[src/rtl/button_pulser_pkg.sv]
// Shared types and helpers for the button conditioning pipeline.
package button_pulser_pkg;

  typedef enum logic [1:0] {
    StIdle,
    StPressDb,
    StHeld,
    StRelDb
  } chan_state_e;

  // Counter width that holds the larger of the debounce and repeat-delay terminal counts.
  function automatic int unsigned cnt_width(input int unsigned debounce_cycles,
                                            input int unsigned repeat_delay);
    int unsigned max_val;
    max_val = (debounce_cycles > repeat_delay) ? debounce_cycles : repeat_delay;
    return $clog2(max_val) + 1;
  endfunction

endpackage

[src/rtl/button_pulser_if.sv]
// Button vector bundle: raw levels in, command pulses and debounced levels out.
interface button_pulser_if #(
  parameter int unsigned NUM_BUTTONS = 2
);

  logic [NUM_BUTTONS-1:0] button_in;
  logic [NUM_BUTTONS-1:0] press_pulse;
  logic [NUM_BUTTONS-1:0] level;

  modport master (
    output button_in,
    input  press_pulse,
    input  level
  );

  modport slave (
    input  button_in,
    output press_pulse,
    output level
  );

endinterface

[src/rtl/button_pulser_channel.sv]
// One button channel: 2-flop synchronizer, debounce FSM and optional hold-to-repeat.
module button_pulser_channel
  import button_pulser_pkg::*;
#(
  parameter int unsigned DEBOUNCE_CYCLES = 1000000,
  parameter int unsigned REPEAT_EN       = 1,
  parameter int unsigned REPEAT_DELAY    = 50000000,
  parameter int unsigned REPEAT_PERIOD   = 10000000,
  parameter int unsigned CNT_W           = cnt_width(DEBOUNCE_CYCLES, REPEAT_DELAY)
) (
  input  logic clock,
  input  logic reset_n,
  input  logic i_button,
  output logic o_pulse,
  output logic o_level
);

  localparam logic [CNT_W-1:0] DbLast    = CNT_W'(DEBOUNCE_CYCLES - 1);
  localparam logic [CNT_W-1:0] RptLast   = CNT_W'(REPEAT_DELAY - 1);
  localparam logic [CNT_W-1:0] RptReload = CNT_W'(REPEAT_DELAY - REPEAT_PERIOD);
  localparam logic [CNT_W-1:0] CntMax    = {CNT_W{1'b1}};
  localparam logic [CNT_W-1:0] CntOne    = CNT_W'(1);

  logic [1:0]       r_sync;
  chan_state_e      r_state;
  logic [CNT_W-1:0] r_cnt;
  logic [CNT_W-1:0] r_rpt;
  logic             r_level;
  logic             r_pulse;
  logic             w_s;

  assign w_s = r_sync[1];

  function automatic logic [CNT_W-1:0] sat_inc(input logic [CNT_W-1:0] v);
    return (v == CntMax) ? v : v + 1'b1;
  endfunction

  always_ff @(posedge clock or negedge reset_n) begin
    if (!reset_n) begin
      r_sync  <= 2'b00;
      r_state <= StIdle;
      r_cnt   <= '0;
      r_rpt   <= '0;
      r_level <= 1'b0;
      r_pulse <= 1'b0;
    end else begin
      r_sync  <= {r_sync[0], i_button};
      r_pulse <= 1'b0;
      unique case (r_state)
        StIdle: begin
          if (w_s) begin
            r_state <= StPressDb;
            r_cnt   <= CntOne;
          end
        end
        StPressDb: begin
          if (!w_s) begin
            r_state <= StIdle;
            r_cnt   <= '0;
          end else if (r_cnt == DbLast) begin
            r_state <= StHeld;
            r_level <= 1'b1;
            r_pulse <= 1'b1;
            r_rpt   <= '0;
            r_cnt   <= '0;
          end else begin
            r_cnt <= sat_inc(r_cnt);
          end
        end
        StHeld: begin
          if (!w_s) begin
            r_state <= StRelDb;
            r_cnt   <= CntOne;
          end else if (REPEAT_EN != 0) begin
            // After the first repeat, reloading keeps later pulses REPEAT_PERIOD apart.
            if (r_rpt == RptLast) begin
              r_pulse <= 1'b1;
              r_rpt   <= RptReload;
            end else begin
              r_rpt <= sat_inc(r_rpt);
            end
          end
        end
        StRelDb: begin
          if (w_s) begin
            r_state <= StHeld;
            r_cnt   <= '0;
          end else if (r_cnt == DbLast) begin
            r_state <= StIdle;
            r_level <= 1'b0;
            r_cnt   <= '0;
          end else begin
            r_cnt <= sat_inc(r_cnt);
          end
        end
        default: begin
          r_state <= StIdle;
          r_cnt   <= '0;
          r_level <= 1'b0;
        end
      endcase
    end
  end

  assign o_pulse = r_pulse;
  assign o_level = r_level;

endmodule

[src/rtl/button_pulser.sv]
// Top level: one independent conditioning channel per push-button.
module button_pulser
  import button_pulser_pkg::*;
#(
  parameter int unsigned NUM_BUTTONS     = 2,
  parameter int unsigned DEBOUNCE_CYCLES = 1000000,
  parameter int unsigned REPEAT_EN       = 1,
  parameter int unsigned REPEAT_DELAY    = 50000000,
  parameter int unsigned REPEAT_PERIOD   = 10000000
) (
  input  logic              clock,
  input  logic              reset_n,
  button_pulser_if.slave    bus
);

  localparam int unsigned CntW = cnt_width(DEBOUNCE_CYCLES, REPEAT_DELAY);

  logic [NUM_BUTTONS-1:0] w_pulse;
  logic [NUM_BUTTONS-1:0] w_level;

  for (genvar g = 0; g < NUM_BUTTONS; g++) begin : g_chan
    button_pulser_channel #(
      .DEBOUNCE_CYCLES (DEBOUNCE_CYCLES),
      .REPEAT_EN       (REPEAT_EN),
      .REPEAT_DELAY    (REPEAT_DELAY),
      .REPEAT_PERIOD   (REPEAT_PERIOD),
      .CNT_W           (CntW)
    ) u_chan (
      .clock    (clock),
      .reset_n  (reset_n),
      .i_button (bus.button_in[g]),
      .o_pulse  (w_pulse[g]),
      .o_level  (w_level[g])
    );
  end

  assign bus.press_pulse = w_pulse;
  assign bus.level       = w_level;

endmodule
[src/flat_wrapper.sv]
// flat-port wrapper written by rule: the top's interface ports become plain ports
module button_pulser_flat import button_pulser_pkg::*;
#(
  parameter int unsigned NUM_BUTTONS     = 2,
  parameter int unsigned DEBOUNCE_CYCLES = 1000000,
  parameter int unsigned REPEAT_EN       = 1,
  parameter int unsigned REPEAT_DELAY    = 50000000,
  parameter int unsigned REPEAT_PERIOD   = 10000000
)
  (clock, reset_n, bus_button_in, bus_press_pulse, bus_level);
  button_pulser_if #(.NUM_BUTTONS(NUM_BUTTONS)) bus_i ();
  input  logic clock;
  input  logic reset_n;
  input wire logic [$bits(bus_i.button_in)-1:0] bus_button_in;
  output wire logic [$bits(bus_i.press_pulse)-1:0] bus_press_pulse;
  output wire logic [$bits(bus_i.level)-1:0] bus_level;
  assign bus_i.button_in = bus_button_in;
  assign bus_press_pulse = bus_i.press_pulse;
  assign bus_level = bus_i.level;
  button_pulser #(.NUM_BUTTONS(NUM_BUTTONS), .DEBOUNCE_CYCLES(DEBOUNCE_CYCLES), .REPEAT_EN(REPEAT_EN), .REPEAT_DELAY(REPEAT_DELAY), .REPEAT_PERIOD(REPEAT_PERIOD)) u_core (.clock(clock), .reset_n(reset_n), .bus(bus_i));
endmodule
[config.mk]
export PLATFORM = sky130hd
export DESIGN_NAME = button_pulser_flat
export DESIGN_NICKNAME = d
export VERILOG_FILES = /design/src/rtl/button_pulser_pkg.sv /design/src/rtl/button_pulser_if.sv /design/src/rtl/button_pulser_channel.sv /design/src/rtl/button_pulser.sv /design/src/flat_wrapper.sv
export SDC_FILE = /design/constraint.sdc
export NUM_CORES = 1
export LEC_CHECK = 0
export CAP_MARGIN = 5
export CORE_UTILIZATION = 64
export DETAILED_ROUTE_END_ITERATION = 16
export HOLD_SLACK_MARGIN = 0.06
export MAX_ROUTING_LAYER = met4
export PLACE_DENSITY = 0.86
export SLEW_MARGIN = 20
export SYNTH_ARGS = -nofsm -noshare
export SYNTH_HDL_FRONTEND = slang
export SYNTH_HIERARCHICAL = 1
export SYNTH_SLANG_ARGS = --single-unit
export TNS_END_PERCENT = 20
[constraint.sdc]
create_clock -name clock -period 2.9 [get_ports clock]
set_clock_uncertainty 0.2 [all_clocks]
set_input_delay 0.29 -clock clock [delete_from_list [all_inputs] [get_ports clock]]
set_output_delay 0.29 -clock clock [all_outputs]
set_load 0.005 [all_outputs]
# Yosys cells after proc, flatten, opt, wreduce, memory -nomap -nowiden

Index checks and enable logic that the tools add are counted.

Add/sub/neg operators: 4
Eq/ne operators: 34
Muxes and demuxes: 60
Reductions and logical operators: 14

Operator list:

| kind                    | number |
|---|---|
| $mux W27                | 22 |
| $pmux W27 S4            | 2 |
| $add A27 B1 Y27 const B | 4 |
| $eq A27 B27 Y1 const B  | 4 |
| $pmux W27 S2            | 2 |
| $eq A27 B20 Y1 const B  | 2 |
| $eq A27 B26 Y1 const B  | 2 |
| $ne A2 B2 Y1 const B    | 14 |
| $mux W2                 | 12 |
| $reduce_and A5 Y1       | 4 |
| $ne A3 B3 Y1 const B    | 6 |
| $mux W1                 | 16 |
| $pmux W2 S4             | 2 |
| $eq A2 B2 Y1 const B    | 4 |
| $pmux W1 S2             | 4 |
| $reduce_and A4 Y1       | 2 |
| $reduce_bool A2 Y1      | 4 |
| $eq A2 B1 Y1 const B    | 2 |
| $logic_not A2 Y1        | 2 |
| $reduce_and A2 Y1       | 2 |

Flip-flop bits (word level): 120

# Longest topological paths before layout

Depth in word-level cells: 5
Gate-level depth with buffers: 10

# Hierarchy

Netlist, hierarchy kept.

By module, submodules not included:

| module                                           | instances | cells an instance | area each (µm²) | sequential area each (µm²) |
|---|---|---|---|---|
| button_pulser_channel at u_core.g_chan[0].u_chan | 1         | 446               | 3766.1          | 1501.4 |
| button_pulser_channel at u_core.g_chan[1].u_chan | 1         | 441               | 3637.2          | 1501.4 |

# Least setup slack after synthesis

OpenSTA, ideal clock, no wires.

Path type: flip-flop to flip-flop
From: register u_core.g_chan[1].u_chan.r_cnt[0]
To: register u_core.g_chan[1].u_chan.r_rpt[10]
Setup time: 95 ps
Data arrival time: 2285 ps
Setup slack: 320 ps
Stages on the path, launching flop included: 9
Buffers on the path: 1
Clock period less this slack: 2580 ps
Cell sequence: dfrtp_1 > ha_1 > nand3_1 > or4_4 > or2_4 > a211o_1 > buf_6 > nand2b_4 > o31ai_1

Longest elaborated chain between the ends: 3

RTL lines:

| element                     | RTL line                    | source |
|---|---|---|
| start: declaration          | button_pulser_channel.sv:26 | `logic [CNT_W-1:0] r_cnt;` |
| start signal: assignment    | button_pulser_channel.sv:53 | `r_cnt <= CntOne;` |
| start signal: assignment    | button_pulser_channel.sv:67 | `r_cnt <= sat_inc(r_cnt);` |
| start signal: assignment    | button_pulser_channel.sv:73 | `r_cnt <= CntOne;` |
| $eq A27 B20 Y1              | button_pulser_channel.sv:60 | `end else if (r_cnt == DbLast) begin` |
| $ne A2 B2 Y1 (no line)      | --                          |  |
| $reduce_and A5 Y1 (no line) | --                          |  |
| end signal: assignment      | button_pulser_channel.sv:78 | `r_rpt <= RptReload;` |
| end signal: assignment      | button_pulser_channel.sv:80 | `r_rpt <= sat_inc(r_rpt);` |
| end: declaration            | button_pulser_channel.sv:27 | `logic [CNT_W-1:0] r_rpt;` |

No other way between the ends.
A chain may end at the register's enable or synchronous reset.

# Worst setup path in the final report

From: register u_core.g_chan[1].u_chan.r_cnt[0]
To: register u_core.g_chan[1].u_chan.r_rpt[7]

Same word-level chain as after synthesis.

==> run_results.csv <==
group,metric,value,unit
layout,fin_area,8344,um2
setup_path,critPathKind,"register to register",
logic_synthesis,synth_area_leaders,"dfrtp_1 41%, o21ai_0 6.6%, nand2_1 4.7%",
logic_synthesis,synth_top_area_cell,"dfrtp_1",
floorplanning,initial_utilization,0.6712,
setup_path,cp.required,3020,ps
layout,drive_above_1_share,0.1013,
hold_path,hp-class,"input port to register",
global_route,grt_max_degree,56,
sta,layout_min_cycle_time,2797,ps
sta,setup_tns,0,ps
sta,clock.fmax,357.5,MHz
sta,hold_viol,0,
placement,placed_cell_area,7727,um2
hold_path,holdPathStages,1,
outcome,status,"finished, final reports clean",
logic_synthesis,synth_cell_types,74,
sta,timing.final.crit_share,0.9646,
routing,antenna_left,0,
layout,finalNetCount,922,
power,p_leak,3.334,nW
routing,firstDrtPassIters,6,
clock_tree,clockBufferDepth,2,
sta,rsz0062_at_grt,"false",
power,vdd_drop_max,0.5180,mV
setup_path,regToRegSetupSlack,100,ps
global_route,antenna_found_initial,0,
power,total_power,0.005682,W
logic_synthesis,synthArstFlopShare,1.000,
logic_synthesis,synth_warnings,6,
layout,most-common-layout-cells,"120 x dfrtp_1, 98 x o21ai_0, 93 x nand2_1",
hold_path,min_to,"u_core/g_chan[0].u_chan/r_sync[0]",
sta,setup_viol,0,
floorplanning,core-area,11030,um2
logic_synthesis,synth_edf_count,0,
logic_synthesis,syn_area_per_cell,8.347,um2
logic_synthesis,synth_fp_nets,903,
logic_synthesis,ys_seq_area_frac,0.4056,
setup_path,r2r_end,"u_core/g_chan[1].u_chan/r_rpt[7]",
logic_synthesis,yosys_most_used_dff,"dfrtp_1",
clock_tree,cts_tree,"built",
clock_tree,clock_latency,420,ps
sta,fin_ws,102.8,ps
routing,dr_total_vias,7625,
logic_synthesis,synth-seq-cells,120,
sta,drv_slew,0,
placement,pre_cts_ws,97.36,ps
clock_tree,cts.clk_slew.worst_paths,60,ps
floorplanning,num_io_pins,8,
setup_path,rr_startpoint,"u_core/g_chan[1].u_chan/r_cnt[0]",
routing,routed_wl,20450,um
global_route,grt_pass1_vias,7148,
routing,wire_per_inst,19.33,um
placement,place.gp.congestion,0.9567,
setup_path,cp-start-kind,"register",
job,maxCapViolCount,0,
setup_path,critPathArrivalTime,2910,ps
placement,io_buffer_count,7,
sta,relSlewSlack,0.3638,
logic_synthesis,netlist_instances,887,
routing,route.detailed.drc,0,
clock_tree,cts.htree.levels,4,
floorplanning,die_area,12000,um2
placement,hpwlAfterDp,13250,um
routing,drt_iter0_drc,1071,
setup_path,rr_worst_depth,7,
routing,vias_per_cell,7.207,
floorplanning,fp.dieW,109.6,um
setup_path,crit_path_end_kind,"register",
logic_synthesis,synth.top_cell.area_share,0.4056,
layout,diodes,0,
power,power.density,681.0,nW/um2
hold_path,worstHoldStart,"bus_button_in[0]",
logic_synthesis,syn_area,7403,um2
layout,final_common_cell,"dfrtp_1",
global_route,grtUsageTotal,0.3697,
setup_path,crit_fanout,10,
layout,fillers,786,
clock_tree,cts_buffers,17,
floorplanning,fp-row-count,38,
clock_tree,root_buffer,"clkbuf_16",
layout,area_growth,12.71,%
floorplanning,fp.dieH,109.6,um
global_route,grt_overflow,0,
global_route,grt_pass1_wl,33790,um
clock_tree,clock_sinks,120,
sta,worst_pin_slew,944.3,ps
==> layout make-up <==
class                      instances  area, um2  area share
multi-input combinational        691       4095      0.4908
clock buffer                      19      442.9     0.05308
sequential                       120       3003      0.3599
inverter                          30      112.6     0.01350
clock inverter                    12      152.6     0.01829
timing repair buffer              46      362.8     0.04348
tap                              140      175.2     0.02099
==> cells by family (layout without fill, tap and decap cells) <==
kind of cell    count (synthesis)  after routing  share of synthesized area
flops                         120            120                     0.4056
mux                             3              3                   0.004225
buf+inv                        76            107                    0.04276
fa+ha+maj                      12             12                    0.02028
simple gates                  387            387                     0.2780
xor+xnor                        1              1                   0.001183
compound gates                288            288                     0.2479
==> synth_stat cells, drive strengths merged, types with 3 or more instances <==
master	number
a211oi	3
a21boi	3
a21o	5
a21oi	45
a22o	8
a31oi	44
a41oi	5
and2	8
and3	21
and4	10
buf	12
clkbuf	34
dfrtp	120
ha	12
inv	30
nand2	94
nand2b	4
nand3	67
nand4	40
nor2	61
nor2b	3
nor3	25
nor3b	3
nor4	19
nor4b	6
o211ai	4
o21ai	103
o22a	3
o31ai	37
o41ai	12
or2	3
or3	7
or4	11
==> per-layer routing <==
metal	global-route usage	part of all wire	vias up
li1	-	-	3439
met1	0.4752	0.42	3676
met2	0.5642	0.47	454
met3	0.08180	0.084	56
met4	0.1590	0.020	0
met5	-	0	-
==> flip-flops by register name (all words and copies together) (netlist names), named ones only <==
register,flops
u_core/g_chan.u_chan/r_state,2
u_core/g_chan.u_chan/o_level,2
u_core/g_chan.u_chan/r_rpt,54
u_core/g_chan.u_chan/o_pulse,2
u_core/g_chan.u_chan/r_cnt,54
u_core/g_chan.u_chan/r_sync,4
==> through the flow <==
| stage | util | instances | hold WS, ps |
|---|---|---|---|
| global placement | 0.7005 | 1026 | 132.9 |
| detailed placement | 0.7005 | 1026 | 141.3 |
| finish | 0.7565 | 1058 | 105.3 |
| floorplan | - | 887 | -205.6 |
| global route | 0.7565 | 1058 | 118.2 |
| CTS | 0.7554 | 1058 | 97.75 |
==> worst max-delay path, stage by stage, from the launching register on <==
cell and delay, ps:
dfrtp_1 420, ha_1 220, nand3_1 120, or4_4 530
or2_4 270, a211o_1 450, nand2b_4 230, o31ai_1 240
==> what timing repair did <==
item	4_1_cts	5_1_grt
endpoints found under the setup margin	0	11
setup buffers	0	0
gates resized for setup	0	3
hold endpoints to repair	52	0
hold buffers	1	0
==> report_power, final <==
part	leakage [nW]	switching, W	total (W)	internal (W)
combinational	1.40	0.00110	0.00167	0.000566
sequential	1.65	0.000112	0.00188	0.00177
clock	0.281	0.000772	0.00214	0.00136
==> how the worst max path moves through the flow <==
stage                                            startpoint                                end  slack [ps]
final                      u_core/g_chan[1].u_chan/r_cnt[0]   u_core/g_chan[1].u_chan/r_rpt[7]         100
after global routing      u_core/g_chan[0].u_chan/r_cnt[18]   u_core/g_chan[0].u_chan/r_rpt[3]          20
after CTS                 u_core/g_chan[0].u_chan/r_cnt[11]   u_core/g_chan[0].u_chan/r_rpt[3]          60
after detailed placement  u_core/g_chan[0].u_chan/r_cnt[11]   u_core/g_chan[0].u_chan/r_rpt[3]         100
after global placement    u_core/g_chan[0].u_chan/r_cnt[12]  u_core/g_chan[0].u_chan/r_cnt[21]         270
after floorplan            u_core/g_chan[1].u_chan/r_cnt[0]  u_core/g_chan[1].u_chan/r_rpt[10]         320
Power figures use the tool's default switching activity.
